**src/rtl/gpu_line_pkg.sv**
```systemverilog
// Shared types and defaults for the GPU line-drawing write path.
package gpu_line_pkg;

  typedef enum logic [2:0] {
    ST_IDLE,
    ST_LOAD,
    ST_SETTLE,
    ST_WRITE,
    ST_STEP,
    ST_DONE
  } line_wr_state_t;

  localparam int SCREEN_W_DEF = 640;
  localparam int SCREEN_H_DEF = 480;
  localparam int FB_ADDR_W    = 19;

  // |b - a| taking the 16-bit wrapped difference as two's complement;
  // the result needs 17 bits because |-32768| does not fit in 16.
  function automatic logic [16:0] abs_diff16(input logic [15:0] a, input logic [15:0] b);
    logic [15:0] d;
    d = b - a;
    if (d[15]) abs_diff16 = {1'b0, ~d} + 17'd1;
    else       abs_diff16 = {1'b0, d};
  endfunction

endpackage

```
**src/rtl/line_addr_calc.sv**
```systemverilog
// Framebuffer word address y*SCREEN_W + x, truncated to ADDR_W bits.
// Purely combinational; shared with the rectangle fill path.
module line_addr_calc #(
  parameter int SCREEN_W = 640,
  parameter int ADDR_W   = 19
) (
  input  logic [15:0]       x,
  input  logic [15:0]       y,
  output logic [ADDR_W-1:0] addr
);

  localparam logic [31:0] STRIDE = SCREEN_W;

  logic [31:0] full;

  // Wide product, then keep the low ADDR_W bits.
  always_comb begin
    full = ({16'd0, y} * STRIDE) + {16'd0, x};
    addr = full[ADDR_W-1:0];
  end

endmodule

```
**src/rtl/line_pixel_writer.sv**
```systemverilog
// Line pixel writer: loads the line stepper, walks it pixel by pixel and
// issues one framebuffer write per pixel over a valid/ack handshake.
// Optional build macro LINE_WRITER_CLIP_EN: off-screen pixels are skipped
// (no write) but still count toward the line length.
//
// state  | meaning
// IDLE   | waiting for a command, cmd_ready high
// LOAD   | calculate pulse, stepper takes the endpoints
// SETTLE | capture address of the stepper's current pixel
// WRITE  | wr_req held until wr_ack (or pixel clipped)
// STEP   | get_pixel pulse, stepper advances
// DONE   | done pulse, optional short_line
module line_pixel_writer
  import gpu_line_pkg::*;
#(
  parameter int SCREEN_W = SCREEN_W_DEF,
  parameter int SCREEN_H = SCREEN_H_DEF,
  parameter int ADDR_W   = FB_ADDR_W,
  parameter int COLOR_W  = 16
) (
  input  logic               clk,
  input  logic               n_rst,
  input  logic               cmd_valid,
  output logic               cmd_ready,
  input  logic [15:0]        cmd_x1,
  input  logic [15:0]        cmd_y1,
  input  logic [15:0]        cmd_x2,
  input  logic [15:0]        cmd_y2,
  input  logic [COLOR_W-1:0] cmd_color,
  output logic               calculate,
  output logic               get_pixel,
  output logic [15:0]        step_x1,
  output logic [15:0]        step_y1,
  output logic [15:0]        step_x2,
  output logic [15:0]        step_y2,
  input  logic [15:0]        x_i,
  input  logic [15:0]        y_i,
  input  logic               line_complete,
  output logic               wr_req,
  output logic [ADDR_W-1:0]  wr_addr,
  output logic [COLOR_W-1:0] wr_data,
  input  logic               wr_ack,
  output logic               busy,
  output logic               done,
  output logic               short_line
);

`ifdef LINE_WRITER_CLIP_EN
  localparam bit CLIP_EN = 1'b1;
`else
  localparam bit CLIP_EN = 1'b0;
`endif

  localparam logic [31:0] SW32 = SCREEN_W;
  localparam logic [31:0] SH32 = SCREEN_H;

  line_wr_state_t state_q, state_d;

  logic [16:0]       len_q;
  logic [16:0]       pix_cnt_q;
  logic              short_q;
  logic [16:0]       dx, dy, span;
  logic [ADDR_W-1:0] pix_addr;
  logic              off_screen;
  logic              last_pix;
  logic              advance;

  line_addr_calc #(
    .SCREEN_W (SCREEN_W),
    .ADDR_W   (ADDR_W)
  ) u_addr (
    .x    (x_i),
    .y    (y_i),
    .addr (pix_addr)
  );

  // Line length in pixels and per-pixel status flags.
  always_comb begin
    dx         = abs_diff16(cmd_x1, cmd_x2);
    dy         = abs_diff16(cmd_y1, cmd_y2);
    span       = (dx > dy) ? dx : dy;
    off_screen = CLIP_EN && (({16'd0, x_i} >= SW32) || ({16'd0, y_i} >= SH32));
    last_pix   = (pix_cnt_q + 17'd1) == len_q;
  end

  // State register; reset aborts any line in flight.
  always_ff @(posedge clk or negedge n_rst) begin
    if (!n_rst) state_q <= ST_IDLE;
    else        state_q <= state_d;
  end

  // Next state and handshake strobes.
  always_comb begin
    state_d   = state_q;
    calculate = 1'b0;
    get_pixel = 1'b0;
    wr_req    = 1'b0;
    advance   = 1'b0;
    case (state_q)
      ST_IDLE:   if (cmd_valid) state_d = ST_LOAD;
      ST_LOAD: begin
        calculate = 1'b1;
        state_d   = ST_SETTLE;
      end
      ST_SETTLE: state_d = ST_WRITE;
      ST_WRITE: begin
        wr_req  = !off_screen;
        advance = off_screen || wr_ack;
        if (advance) begin
          if (last_pix || line_complete) state_d = ST_DONE;
          else                           state_d = ST_STEP;
        end
      end
      ST_STEP: begin
        get_pixel = 1'b1;
        state_d   = ST_SETTLE;
      end
      ST_DONE:   state_d = ST_IDLE;
      default:   state_d = ST_IDLE;
    endcase
  end

  // Command latch, address capture and pixel bookkeeping.
  always_ff @(posedge clk or negedge n_rst) begin
    if (!n_rst) begin
      step_x1   <= '0;
      step_y1   <= '0;
      step_x2   <= '0;
      step_y2   <= '0;
      wr_data   <= '0;
      wr_addr   <= '0;
      len_q     <= '0;
      pix_cnt_q <= '0;
      short_q   <= 1'b0;
    end else begin
      if (state_q == ST_IDLE && cmd_valid) begin
        step_x1   <= cmd_x1;
        step_y1   <= cmd_y1;
        step_x2   <= cmd_x2;
        step_y2   <= cmd_y2;
        wr_data   <= cmd_color;
        len_q     <= span + 17'd1;
        pix_cnt_q <= '0;
        short_q   <= 1'b0;
      end
      if (state_q == ST_SETTLE) wr_addr <= pix_addr;
      if (state_q == ST_WRITE && advance) begin
        pix_cnt_q <= pix_cnt_q + 17'd1;
        if (!last_pix && line_complete) short_q <= 1'b1;
      end
    end
  end

  assign cmd_ready  = (state_q == ST_IDLE);
  assign busy       = (state_q != ST_IDLE);
  assign done       = (state_q == ST_DONE);
  assign short_line = (state_q == ST_DONE) && short_q;

endmodule

```
**config.mk**
```make
export PLATFORM = sky130hd
export DESIGN_NAME = line_pixel_writer
export DESIGN_NICKNAME = d
export VERILOG_FILES = /design/src/rtl/gpu_line_pkg.sv /design/src/rtl/line_addr_calc.sv /design/src/rtl/line_pixel_writer.sv
export SDC_FILE = /design/constraint.sdc
export NUM_CORES = 1
export LEC_CHECK = 0
export BUFFER_PORTS_ARGS = -buffer_cell sky130_fd_sc_hd__clkbuf_2
export CAP_MARGIN = 20
export CELL_PAD_IN_SITES_DETAIL_PLACEMENT = 1
export CELL_PAD_IN_SITES_GLOBAL_PLACEMENT = 1
export CORE_MARGIN = 2
export CORE_UTILIZATION = 42
export DETAILED_ROUTE_END_ITERATION = 6
export PLACE_DENSITY = 0.86
export SYNTH_ARGS = -nofsm -noshare
export SYNTH_HDL_FRONTEND = slang
export SYNTH_HIERARCHICAL = 1
export SYNTH_SLANG_ARGS = --single-unit
```
**constraint.sdc**
```tcl
create_clock -name clk -period 3.37 [get_ports clk]
set_clock_uncertainty 0.15 [all_clocks]
set_input_delay 0.674 -clock clk [delete_from_list [all_inputs] [get_ports clk]]
set_output_delay 0.674 -clock clk [all_outputs]
set_load 0.02 [all_outputs]
```
Word level (Yosys, flattened, before mapping)

Index checks and enable logic that the tools add are counted.

Add/sub/neg operators: 7
$mul: 1
Div/mod/pow operators: 0
Order comparisons: 1
Equal/unequal tests: 8
Shifts and indexed selects: 0
Muxes and demuxes: 16
Bitwise logic cells: 2
Reductions and logical operators: 11

Operator list:

| cell                                                 | number |
|---|---|
| two-way mux 17 bit                                   | 5 |
| adder 16 x 1 -> 17 bit (second input constant)       | 2 |
| adder 17 x 1 -> 17 bit (second input constant)       | 2 |
| inverter 16 bit                                      | 2 |
| subtractor 16 bit                                    | 2 |
| adder 19 x 16 -> 19 bit                              | 1 |
| equality test 17 bit                                 | 1 |
| greater-than comparator 17 bit                       | 1 |
| multiplier 16 x 3 -> 12 bit (second input constant)  | 1 |
| one-hot mux 3 bit (4 select lines)                   | 1 |
| two-way mux 1 bit                                    | 8 |
| equality test 3 x 2 -> 1 bit (second input constant) | 2 |
| equality test 3 bit (second input constant)          | 2 |
| two-way mux 3 bit                                    | 2 |
| logical AND 1 bit                                    | 4 |
| inequality test 2 bit (second input constant)        | 2 |
| equality test 3 x 1 -> 1 bit (second input constant) | 1 |
| zero test 3 bit                                      | 1 |
| nonzero test 3 bit                                   | 1 |
| AND reduction 2 bit                                  | 1 |
| nonzero test 2 bit                                   | 1 |
| OR reduction 2 bit                                   | 1 |
| zero test 1 bit                                      | 1 |
| logical OR 1 bit                                     | 1 |

Flip-flop bits (word level): 137
Latch bits: 0
Memory bits (writable): 0
Bits in read-only memories: 0
Input port bits: 117
Output and inout port bits: 106
Word-level logic and storage cells: 56
Memories kept: 0

Logic depth before layout (Yosys ltp)

Word-level depth: 7
Depth in mapped cells: 32
Depth with buffers taken out: 29

Cells and area by module

The synthesis kept the hierarchy.

By module, submodules not included:

| module            | times used | cells each | area each (µm²) | seq. area each (µm²) |
|---|---|---|---|---|
| line_pixel_writer | 1          | 1,192      | 9,990.8         | 3,428.3 |
| line_addr_calc    | 1          | 122        | 968.4           | 0.0 |

Worst setup path after synthesis

No wires, ideal clock.

Path type: input to register
Start: in cmd_x1[6]
End: reg len_q[14]
Library setup time: 87 ps
Arrival: 6,298 ps
Path slack: -3,164 ps
Stages on the path: 29
Cells stage by stage: inv_1 > ha_1 > buf_2 > a21o_1 > a221o_1 > or2_2 > o31ai_4 > or3_1 > buf_2 > clkbuf_1 > nor2_1 > a21oi_1 > ha_1 > nor2b_1 > o21a_1 > o21ai_0 > nand2b_1 > a211oi_1 > o211ai_1 > o2111ai_1 > nand3b_1 > buf_4 > mux2i_1 > ha_1 > inv_1 > or4_4 > o31ai_1 > or4b_1 > o211ai_1

Longest elaborated chain between the ends: 7

Ends and longest elaborated chain:

| item                           | RTL line                 | text |
|---|---|---|
| from (decl)                    | line_pixel_writer.sv:25  | `input logic [15:0] cmd_x1,` |
| subtractor 16 bit *            | gpu_line_pkg.sv:21       | `d = b - a;` |
| inverter 16 bit                | gpu_line_pkg.sv:22       | `if (d[15]) abs_diff16 = {1'b0, ~d} + 17'd1;` |
| adder 16 x 1 -> 17 bit         | gpu_line_pkg.sv:22       |  |
| two-way mux 17 bit *           | gpu_line_pkg.sv:22       |  |
| greater-than comparator 17 bit | line_pixel_writer.sv:81  | `span = (dx > dy) ? dx : dy;` |
| two-way mux 17 bit *           | line_pixel_writer.sv:81  |  |
| adder 17 x 1 -> 17 bit *       | line_pixel_writer.sv:142 | `len_q <= span + 17'd1;` |
| to (signal assigned)           | line_pixel_writer.sv:142 |  |
| to (decl)                      | line_pixel_writer.sv:59  | `logic [16:0] len_q;` |

Every way passes the cells marked *; elsewhere a longest branch is shown, timed or not.
A chain may end at the register's enable or synchronous reset.

Worst setup path in the final report

Start: in cmd_y1[3]
End: reg len_q[14]

Longest elaborated chain between the ends: 7

Ends and longest elaborated chain:

| item                           | RTL line                 | text |
|---|---|---|
| from (decl)                    | line_pixel_writer.sv:26  | `input logic [15:0] cmd_y1,` |
| subtractor 16 bit *            | gpu_line_pkg.sv:21       |  |
| inverter 16 bit                | gpu_line_pkg.sv:22       |  |
| adder 16 x 1 -> 17 bit         | gpu_line_pkg.sv:22       |  |
| two-way mux 17 bit *           | gpu_line_pkg.sv:22       |  |
| greater-than comparator 17 bit | line_pixel_writer.sv:81  |  |
| two-way mux 17 bit *           | line_pixel_writer.sv:81  |  |
| adder 17 x 1 -> 17 bit *       | line_pixel_writer.sv:142 |  |

Marked as above.

==> qor_table.md <==
| Result | Reported | Unit |
| --- | --- | --- |
| YS warnings | 6 | - |
| Multi-input gate area | 7860 | µm² |
| Die Ht | 166 | µm |
| Count of maximum capacitance violations | 0 | - |
| Final routed DRC violation total | 0 | - |
| Setup violation total in the final timing report | 17 | - |
| Clock insertion delay at the later pin of the skew report | 470 | ps |
| Kind of end point of the critical path | flip-flop | - |
| Crit path max fanout | 7 | - |
| # clock sinks | 137 | - |
| Fraction of synthesis flops using an asynchronous set or reset pin | 100 | % |
| Global-route congestion overflow total | 0 | - |
| Fill cell instance count of the final layout | 3031 | - |
| Worst min-delay path class | input port to async pin | - |
| Net Count, Synth | 1512 | - |
| Sequential share of the synthesized area | 31.3 | % |
| Worst Path Required | 3600 | ps |
| Number of antenna-violating nets in the routed design | 0 | - |
| Wire length of the first global-routing pass | 77700 | µm |
| Synthesized area per cell | 8.34 | µm² |
| Min Clock Period, post-route | 6650 | ps |
| Total area of sequential cells | 3430 | µm² |
| Category of cells accounting for the largest share of critical-path delay | compound AO/OA/AOI/OAI gates | - |
| Final HPWL from detailed placement | 32400 | µm |
| Final max-slew violation count | 0 | - |
| Worst Slack Setup Final | -3280 | ps |
| Share of post-route cells with drive strength above 1 | 41.0 | % |
| Detailed Routing Iterations Pass 1 | 6 | - |
| DRT iter0 DRCs | 1551 | - |
| Maximum achievable frequency | 0.150 | GHz |
| Routability congestion estimate | 0.926 | - |
| Clock tree from TritonCTS | built | - |
| Maximum count of clock buffers along a single path | 2 | - |
| Placement-stage worst setup slack | -3300 | ps |
| Data arrival time of the critical path | 6870 | ps |
| Met3 Resource Use GR | 9.04 | % |
| Effective utilization at floorplan | 42.4 | % |
| Via total after detailed routing | 13900 | - |
| Hold Violations, Final | 2 | - |
| Type of the worst setup path | input port to flip-flop | - |
| Port bufs | 218 | - |
| Antenna violations before repair | 2 | - |
| Number of buffers inserted during clock tree synthesis | 17 | - |
| Number of core rows | 59 | - |
| Flip-flop and latch count after synthesis | 137 | - |
| Static leakage | 7.94 | nW |
| Synthesis-to-layout area growth | 46.4 | % |
| Final core utilization | 62.1 | % |
| Root buf cell | sky130_fd_sc_hd__clkbuf_16 | - |
| IR Drop Worst-Case VDD | 0.000440 | V |
| Pin count of the biggest net entering global routing | 57 | - |
| DIE WIDTH | 166 | µm |
| Stage delay of the slowest cell on the critical path | 600 | ps |
| Count of nets after finishing | 1995 | - |
| Final critical-path share of the clock period | 197 | % |
| Status | finished with violations | - |
| RSZ-0062 raised after global routing | true | - |
| Global route hottest layer | met2 | - |
| Cell variety after synth | 99 | - |
| Io pins | 223 | - |
| GR Util All Layers | 37.0 | % |
| Mapped Area | 11000 | µm² |
| Vias per cell | 6.44 | - |
| Placeable core area | 25800 | µm² |
| Post-CTS clock slew at the launch and capture registers of the worst setup and hold paths | 70 | ps |
| Met1 usage in global routing | 40.2 | % |
| Buf+Inv Stages, Crit Path | 6 | - |
| Main synth FF type | sky130_fd_sc_hd__dfrtp_1 | - |
| Setup crit start kind | input port | - |
| Routed WL per cell | 27.9 | µm |
| Final wirelength | 59900 | µm |
| Die outline area | 27400 | µm² |
| Power density normalized to cell area | 775 | nW/µm² |
| Number of global-route vias before repair | 14000 | - |
| Number of flops mapped to enable cells by yosys | 0 | - |
| Highest-delay cell along the critical path | sky130_fd_sc_hd__xor2_1 | - |
| Post-route worst hold slack | -1.72 | ps |
| Met2 track utilization from global routing | 63.2 | % |
| Violations in the final reports | hold timing, setup timing | - |
| Total Neg Setup Slack | -42450 | ps |
| H-tree lvl count | 4 | - |
| Cells after Synth | 1314 | - |
| Slew at the pin closest to its max-slew limit | 844 | ps |
| Worst-case headroom to the max-slew limit | 43.4 | % |
synth_stat cells (10+ instances only):
master,n,area (µm²)
sky130_fd_sc_hd__nor2_1,77,289
sky130_fd_sc_hd__mux2_2,23,259
sky130_fd_sc_hd__mux2i_1,14,140
sky130_fd_sc_hd__o211ai_1,14,105
sky130_fd_sc_hd__a211oi_1,12,90.1
sky130_fd_sc_hd__xnor2_1,67,587
sky130_fd_sc_hd__nor3_1,29,145
sky130_fd_sc_hd__o31ai_1,14,105
sky130_fd_sc_hd__and3_1,20,125
sky130_fd_sc_hd__a21oi_1,51,255
sky130_fd_sc_hd__ha_1,77,963
sky130_fd_sc_hd__a21o_1,19,143
sky130_fd_sc_hd__o21a_1,14,105
sky130_fd_sc_hd__nand2_1,252,946
sky130_fd_sc_hd__dfrtp_1,137,3430
sky130_fd_sc_hd__nand3_1,34,170
sky130_fd_sc_hd__xor2_1,36,315
sky130_fd_sc_hd__nor2b_1,11,68.8
sky130_fd_sc_hd__clkbuf_1,36,135
sky130_fd_sc_hd__nor4_1,15,93.8
sky130_fd_sc_hd__inv_1,65,244
sky130_fd_sc_hd__buf_2,10,50.1
sky130_fd_sc_hd__o21ai_0,101,505
flip-flops by register name, indices dropped and copies added, names as in the netlist:
| register | cells |
|---|---|
| len_q | 17 |
| pix_cnt_q | 17 |
| short_q | 1 |
| state_q | 3 |
| step_x1 | 16 |
| step_x2 | 16 |
| step_y1 | 16 |
| step_y2 | 16 |
| wr_addr | 19 |
| wr_data | 16 |
power breakdown:
| part | total, W | leakage [nW] | switching (W) | internal (W) |
|---|---|---|---|---|
| logic | 0.00747 | 5.92 | 0.00455 | 0.00293 |
| clock network | 0.00207 | 0.303 | 0.000948 | 0.00113 |
| registers | 0.00289 | 1.72 | 0.000544 | 0.00234 |
| total | 0.0124 | 7.94 | 0.00604 | 0.00639 |
worst reg2reg max path, stage by stage, from the launching register on:
cell	delay [ps]
sky130_fd_sc_hd__dfrtp_1	480
sky130_fd_sc_hd__ha_2	270
sky130_fd_sc_hd__and3_1	190
sky130_fd_sc_hd__and3_2	270
sky130_fd_sc_hd__nand2_1	70
sky130_fd_sc_hd__nor2_1	210
sky130_fd_sc_hd__and3_1	220
sky130_fd_sc_hd__and3_1	250
sky130_fd_sc_hd__xnor2_1	180
sky130_fd_sc_hd__nand4_1	160
sky130_fd_sc_hd__nor4_1	200
sky130_fd_sc_hd__nand3_1	170
sky130_fd_sc_hd__a32o_1	280
area by class of cell:
class	instances	area share (%)
Timing Repair Buffer	522	21.6
Clock buffer	17	2.65
Antenna cell	5	0.0780
Tap cell	335	2.61
Multi-Input combinational cell	1054	49.0
Inverter	65	1.57
Clock inverter	15	1.15
Sequential cell	137	21.4
cell families after synthesis:
logic type / share of synthesized area [%]
buffers and inverters: 4.69
and+or+nand+nor: 22.3
xor gates and xnor gates: 8.96
DFF: 31.3
other: 0.0685
muxes: 3.77
AOI/OAI and AO/OA: 19.4
adders and majority gates: 9.52
metal layers:
layer  up-vias  routed length (µm)  part of all wire, %
met1      6666               21200                   35
met3       475                5650                  9.4
li1       5594                   -                    -
met2      1115               27600                   46
met4         0                5510                  9.2
met5         -                   0                    0
timing repair:
item                                    in CTS  in global routing
gates resized for setup                     76                 77
gates cloned                                 0                  1
hold buffers                                 0                  0
buffers inserted                            18                 22
hold endpoints to repair                     0                  0
endpoints found under the setup margin      16                 21
pin swaps                                   26                 42
metrics by stage:
stage               instances  total power [W]  instance area [µm²]
floorplan                1314          0.00632                11200
global placement         2085          0.00840                14500
detailed placement       2085          0.00879                14500
CTS                      2126           0.0113                15500
global route             2148           0.0129                16000
finish                   2150           0.0124                16000
final timing paths:
check                                          from                       to  slack [ps]  cells after the start
max in group asynchronous                     n_rst  wr_addr[16]$_DFFE_PN0P_        2260                      2
hold reg to reg              step_y2[8]$_DFFE_PN0P_   step_y2[8]$_DFFE_PN0P_         330                      2
setup reg to reg           pix_cnt_q[0]$_DFFE_PN0P_        short_q$_DFF_PN0_         150                     12
setup / recovery                          cmd_y1[3]    len_q[14]$_DFFE_PN0P_       -3280                     27
hold / removal                                n_rst   step_y1[0]$_DFFE_PN0P_          -2                      1
min in group clk                      cmd_color[15]  wr_data[15]$_DFFE_PN0P_         250                      3
cells in the final DEF (no fill, tap or decap), types with 10 or more instances in the layout:
cell,count
sky130_fd_sc_hd__nand3_1,28
sky130_fd_sc_hd__o21ai_0,83
sky130_fd_sc_hd__xnor2_1,57
sky130_fd_sc_hd__nor3_1,27
sky130_fd_sc_hd__nand2_1,247
sky130_fd_sc_hd__nor2_1,72
sky130_fd_sc_hd__a211oi_1,12
sky130_fd_sc_hd__dfrtp_1,137
sky130_fd_sc_hd__a21oi_1,31
sky130_fd_sc_hd__o21a_1,13
sky130_fd_sc_hd__buf_4,295
sky130_fd_sc_hd__a21o_1,19
sky130_fd_sc_hd__xor2_1,31
sky130_fd_sc_hd__o21ai_1,14
sky130_fd_sc_hd__o211ai_1,14
sky130_fd_sc_hd__a21oi_2,18
sky130_fd_sc_hd__and3_1,15
sky130_fd_sc_hd__nor4_1,10
sky130_fd_sc_hd__inv_1,60
sky130_fd_sc_hd__clkbuf_2,216
sky130_fd_sc_hd__xnor2_2,11
sky130_fd_sc_hd__ha_1,65
sky130_fd_sc_hd__o31ai_1,11
sky130_fd_sc_hd__clkbuf_16,18
sky130_fd_sc_hd__mux2_2,23
(Power assumes the default switching activity.)
